[config.mk]
export PLATFORM = sky130hd
export DESIGN_NAME = ram_port_arbiter
export DESIGN_NICKNAME = d
export VERILOG_FILES = /design/src/rtl/ram_arb_pkg.sv /design/src/rtl/ram_arb_rd_pipe.sv /design/src/rtl/ram_port_arbiter.sv
export SDC_FILE = /design/constraint.sdc
export NUM_CORES = 1
export LEC_CHECK = 0
export BUFFER_PORTS_ARGS = -buffer_cell sky130_fd_sc_hd__buf_2
export CAP_MARGIN = 30
export CORE_AREA = 2 2 252 254
export DETAILED_ROUTE_END_ITERATION = 10
export DIE_AREA = 0 0 254 256
export HOLD_SLACK_MARGIN = 0.02
export PLACE_DENSITY = 0.33
export SLEW_MARGIN = 20
export SYNTH_ARGS = -nofsm -noshare
export SYNTH_HDL_FRONTEND = slang
export SYNTH_SLANG_ARGS = --single-unit
[constraint.sdc]
create_clock -name clk -period 2.4 [get_ports clk]
set_clock_uncertainty 0.15 [all_clocks]
set_input_delay 0.12 -clock clk [delete_from_list [all_inputs] [get_ports clk]]
set_output_delay 0.12 -clock clk [all_outputs]
set_load 0.05 [all_outputs]
[src/rtl/ram_arb_pkg.sv]
// Shared types for the RAM port arbiter: grant/owner encoding used by the
// arbiter FSM and by anything that inspects its debug state.
package ram_arb_pkg;

    typedef enum logic [1:0] {
        IDLE = 2'd0,
        RD   = 2'd1,
        WR   = 2'd2
    } arb_state_t;

endpackage

[src/rtl/ram_arb_rd_pipe.sv]
// Read-response valid delay line: a mem_ren beat re-emerges as a response
// valid exactly RD_LAT cycles later, independent of the arbiter state.
module ram_arb_rd_pipe #(
    parameter int RD_LAT = 1
) (
    input  logic clk,
    input  logic rstn,
    input  logic i_valid,
    output logic o_valid
);

    logic [RD_LAT-1:0] r_sr;

    generate
        if (RD_LAT == 1) begin : g_one
            always_ff @(posedge clk) begin
                if (!rstn) r_sr <= '0;
                else       r_sr <= i_valid;
            end
        end else begin : g_many
            always_ff @(posedge clk) begin
                if (!rstn) r_sr <= '0;
                else       r_sr <= {r_sr[RD_LAT-2:0], i_valid};
            end
        end
    endgenerate

    // Gated by reset so a beat in flight never surfaces while reset is held.
    assign o_valid = r_sr[RD_LAT-1] & rstn;

endmodule

[src/rtl/ram_port_arbiter.sv]
// Round-robin arbiter sharing one single-port RAM between a burst read
// requester and a burst write requester, with a fixed-latency read return.
//
// Handshake: a beat transfers in any cycle where req_valid && req_ready are
// both high at the rising clk edge; ready depends only on the registered
// grant, never on valid, and a requester may drop valid between beats
// without losing its grant.
module ram_port_arbiter
    import ram_arb_pkg::*;
#(
    parameter int AXI_WIDTH      = 128,
    parameter int AXI_ADDR_WIDTH = 32,
    parameter int MAX_BURST      = 32,
    parameter int RD_LAT         = 1,
    localparam int LSB = $clog2(AXI_WIDTH) - 3,
    localparam int AW  = AXI_ADDR_WIDTH - LSB,
    localparam int SW  = AXI_WIDTH / 8
) (
    input  logic                 clk,
    input  logic                 rstn,
    input  logic                 rd_req_valid,
    output logic                 rd_req_ready,
    input  logic [AW-1:0]        rd_req_addr,
    input  logic                 rd_req_last,
    output logic                 rd_rsp_valid,
    output logic [AXI_WIDTH-1:0] rd_rsp_data,
    input  logic                 wr_req_valid,
    output logic                 wr_req_ready,
    input  logic [AW-1:0]        wr_req_addr,
    input  logic [AXI_WIDTH-1:0] wr_req_data,
    input  logic [SW-1:0]        wr_req_strb,
    input  logic                 wr_req_last,
    output logic                 mem_ren,
    output logic                 mem_wen,
    output logic [AW-1:0]        mem_addr,
    output logic [AXI_WIDTH-1:0] mem_wdata,
    output logic [SW-1:0]        mem_wstrb,
    input  logic [AXI_WIDTH-1:0] mem_rdata,
    output logic                 busy,
    output logic                 err_burst,
    output arb_state_t           dbg_state
);

    localparam int CW = $clog2(MAX_BURST + 1);

    arb_state_t    r_state, w_next;
    arb_state_t    r_last_owner, w_next_owner;
    logic [CW-1:0] r_cnt;
    logic          r_err;

    logic          w_rd_ready, w_wr_ready, w_ren, w_wen, w_beat, w_last;
    logic [CW-1:0] w_cnt_inc;
    logic          w_max, w_end;

    assign w_rd_ready = rstn & (r_state == RD);
    assign w_wr_ready = rstn & (r_state == WR);
    assign w_ren      = rd_req_valid & w_rd_ready;
    assign w_wen      = wr_req_valid & w_wr_ready;
    assign w_beat     = w_ren | w_wen;
    assign w_last     = (r_state == WR) ? wr_req_last : rd_req_last;
    assign w_cnt_inc  = r_cnt + CW'(1);
    assign w_max      = (w_cnt_inc == CW'(MAX_BURST));
    assign w_end      = w_beat & (w_last | w_max);

    // At burst end the other side gets first refusal, then the same side.
    always_comb begin
        w_next       = r_state;
        w_next_owner = r_last_owner;
        case (r_state)
            IDLE: begin
                if (rd_req_valid && wr_req_valid)
                    w_next = (r_last_owner == WR) ? RD : WR;
                else if (rd_req_valid)
                    w_next = RD;
                else if (wr_req_valid)
                    w_next = WR;
            end
            RD: begin
                if (w_end) begin
                    w_next_owner = RD;
                    if (wr_req_valid)      w_next = WR;
                    else if (rd_req_valid) w_next = RD;
                    else                   w_next = IDLE;
                end
            end
            WR: begin
                if (w_end) begin
                    w_next_owner = WR;
                    if (rd_req_valid)      w_next = RD;
                    else if (wr_req_valid) w_next = WR;
                    else                   w_next = IDLE;
                end
            end
            default: w_next = IDLE;
        endcase
    end

    always_ff @(posedge clk) begin
        if (!rstn) begin
            r_state      <= IDLE;
            r_last_owner <= WR;
            r_cnt        <= '0;
            r_err        <= 1'b0;
        end else begin
            r_state      <= w_next;
            r_last_owner <= w_next_owner;
            if (w_end)       r_cnt <= '0;
            else if (w_beat) r_cnt <= w_cnt_inc;
            if (w_end && w_max && !w_last) r_err <= 1'b1;
        end
    end

    ram_arb_rd_pipe #(
        .RD_LAT (RD_LAT)
    ) u_rd_pipe (
        .clk     (clk),
        .rstn    (rstn),
        .i_valid (w_ren),
        .o_valid (rd_rsp_valid)
    );

    assign rd_rsp_data  = mem_rdata;
    assign rd_req_ready = w_rd_ready;
    assign wr_req_ready = w_wr_ready;
    assign mem_ren      = w_ren;
    assign mem_wen      = w_wen;
    assign mem_addr     = (r_state == WR) ? wr_req_addr : rd_req_addr;
    assign mem_wdata    = wr_req_data;
    assign mem_wstrb    = w_wen ? wr_req_strb : '0;
    assign busy         = rstn & (r_state != IDLE);
    assign err_burst    = rstn & r_err;
    assign dbg_state    = rstn ? r_state : IDLE;

endmodule

==> run_results.csv <==
group,metric,value,unit
run_status,outcome,"completed",
place,portBuffers,130,
grt,gr-total-overflow,0,
finish,layout_common_cells,"buf_2 (130), mux2_2 (30), and2_1 (22)",
die,fp.dieW,254,µm
setup_path,required,2410,ps
setup_path,reg2reg_from,"r_cnt[0]$_SDFFE_PP0P_",
power_and_ir_drop,intPower,667.6,µW
power_and_ir_drop,p_comb_share,59.7,%
run,cap_viol_max_count,0,
power_and_ir_drop,leakage,0.001055,µW
setup_path,critPathArrivalTime,2190,ps
sta,slew_viol_final,0,
routing,via_per_inst,1.767,
setup_path,startpoint_type,"flip-flop",
routing,drtIter0Drc,98,
grt,grt_max_degree,20,
clock_network,cts_buffers,3,
sta,tightest_slew,402.8,ps
setup_path,ff2ff_path_depth,6,
setup_path,critPathKind,"flip-flop to flip-flop",
sta,fmax,459.5,MHz
clock_network,cts_root_buffer,"clkbuf_16",
logic_synthesis,synth_cell_types,38,
setup_path,setup.worst_path.end,"r_state[1]$_SDFFE_PN0P_",
place,gp_congestion,0.6326,
sta,period_minus_slack,2176,ps
finish,drive_above_1_share,65.31,%
setup_path,worstReg2RegEnd,"r_state[1]$_SDFFE_PN0P_",
min_path,hp-class,"input pin to primary output",
finish,nNetsFinal,608,
logic_synthesis,syn_nets,732,
grt,antenna_found_initial,3,
clock_network,clk_pin_slew,40,ps
place,placed_cells,1114,
logic_synthesis,ys_warn_count,0,
power_and_ir_drop,ir_drop,0.2584,mV
clock_network,h-tree-depth,1,
sta,hold_viol,0,
die,die_h,256,µm
clock_network,cts.sink_count,12,
sta,slew-limit-headroom,72.45,%
setup_path,crit_path_start,"r_cnt[0]$_SDFFE_PP0P_",
finish,final_common_cell,"buf_2",
die,row_count,92,
logic_synthesis,synth_edf_count,0,
routing,vias,1974,
power_and_ir_drop,pwr-share-seq,17.0,%
logic_synthesis,syn_area,0.003122,mm²
finish,final_cells,1117,
sta,setup_tns,0,ps
die,die_area,0.06502,mm²
clock_network,cts_setup_buffers,0,
clock_network,tritoncts,"done",
logic_synthesis,synth_seq_area_share,7.695,%
setup_path,path_max_fanout,4,
clock_network,cts.path.max_buffers,2,
sta,timing.final.crit_share,90.67,%
die,core,0.06239,mm²
clock_network,cts.repair.resized,0,
routing,firstDrtPassIters,3,
finish,area_growth,-4.369,%
grt,grt_pass1_wl,15.32,mm
setup_path,end_kind,"flip-flop",
setup_path,ff2ff_setup_slack,220,ps
clock_network,holdBufCountCts,0,
logic_synthesis,ys.flop_type,"dfxtp_1",
power_and_ir_drop,clock_power_share,23.3,%
sta,rsz0062_at_grt,"no",
routing,wire_per_inst,11.74,µm
die,ioPinCount,643,
die,start_util,5.004,%
logic_synthesis,avgSynthCellArea,7.863,µm²
place,dp_hpwl,11.32,mm
power_and_ir_drop,sw_frac_of_total,48.43,%
clock_network,insertion_delay,240,ps
logic_synthesis,synthCells,397,
finish,n_antenna_cell,0,
grt,grt_pass1_vias,1875,
routing,drc,0,
grt,grt_use_total,3.482,%
finish,final_util,4.785,%
logic_synthesis,ys_async_sr_fraction,0,%
logic_synthesis,ys_ff_latch,12,
routing,antenna_left,0,
power_and_ir_drop,switchingPower,626.9,µW
routing,drt_wl_total,13.11,mm
power_and_ir_drop,powerDensity,433.6,mW/mm²
sta,setup_viol,0,
finish,nFillCells,7463,
## worst min path at each step
stage,from,to,slack [ps],cells after the start
after floorplan,rd_req_valid,r_state[0]$_SDFFE_PN0P_,140,2
after global placement,wr_req_data[101],mem_wdata[101],90,0
after detailed placement,wr_req_data[101],mem_wdata[101],90,0
after CTS,wr_req_data[101],mem_wdata[101],90,0
after global routing,wr_req_data[26],mem_wdata[26],90,0
final,wr_req_data[119],mem_wdata[119],90,0
## final cells by class
class,instances,area (µm²),share of cell area (%)
Tap cell,846,1059,35.46
Multi-Input combinational cell,116,904.6,30.30
Timing Repair Buffer,135,688.2,23.05
Sequential cell,12,240.2,8.047
Clock buffer,3,75.07,2.515
Inverter,5,18.77,0.6287
## power by group through the flow
stage / Combinational, µW / Sequential [µW] / Clock, µW
after floorplan: 1700 / 223 / 0
after global placement: 787 / 224 / 0
after detailed placement: 791 / 224 / 0
after CTS: 792 / 220 / 312
after global routing: 823 / 222 / 320
final: 773 / 221 / 301
## cells in the mapped netlist, types with 2 or more instances
cell type	instances	area, µm²
dfxtp_1	12	240.2
mux2_2	30	337.8
nor2b_1	3	18.77
o31ai_1	2	15.01
inv_1	5	18.77
nor4_1	3	18.77
nand2_1	16	60.06
a21oi_1	3	15.01
or4_4	2	22.52
clkbuf_1	5	18.77
nor3_1	3	15.01
o21ai_0	5	25.02
and2_1	22	137.6
o21a_1	3	22.52
buf_4	257	1929
buf_6	2	22.52
nor2_1	3	11.26
## logic make-up after synthesis
group	count (synthesis)	synth area share [%]
simple gates	64	12.63
compound gates	20	4.408
fa+ha+maj	1	0.4007
flops	12	7.695
buf+inv	269	63.73
mux	31	11.14
## routing by layer
metal	track usage, %	vias up	share of wire [%]
met1	2.822	800	29
met3	2.919	132	19
met5	0	-	0.31
met4	3.905	6	11
li1	-	763	-
met2	4.872	273	40
## through the flow
step                power (µW)  cell area [µm²]  setup slack [ps]  hold WS, ps
floorplan                 1925             3127             185.0        138.9
global placement          1011             2910             241.5        90.34
detailed placement        1015             2910             224.5        90.34
CTS                       1324             2985             216.9        90.34
global route              1365             2985             135.5        90.07
finish                    1294             2985             223.9        90.02
## registers in the layout (all words and copies together) (netlist names)
| register | flops |
|---|---|
| r_cnt | 6 |
| r_last_owner | 2 |
| r_state | 2 |
| r_err | 1 |
| u_rd_pipe.r_sr | 1 |
## worst max-delay path, stage by stage, from the launching register on
cell and delay [ps]:
dfxtp_1 360, ha_1 220, nand2_1 70, or4_4 550, and4b_4 220, or4_4 470, o221ai_2 70
Power figures use the tool's default switching activity.
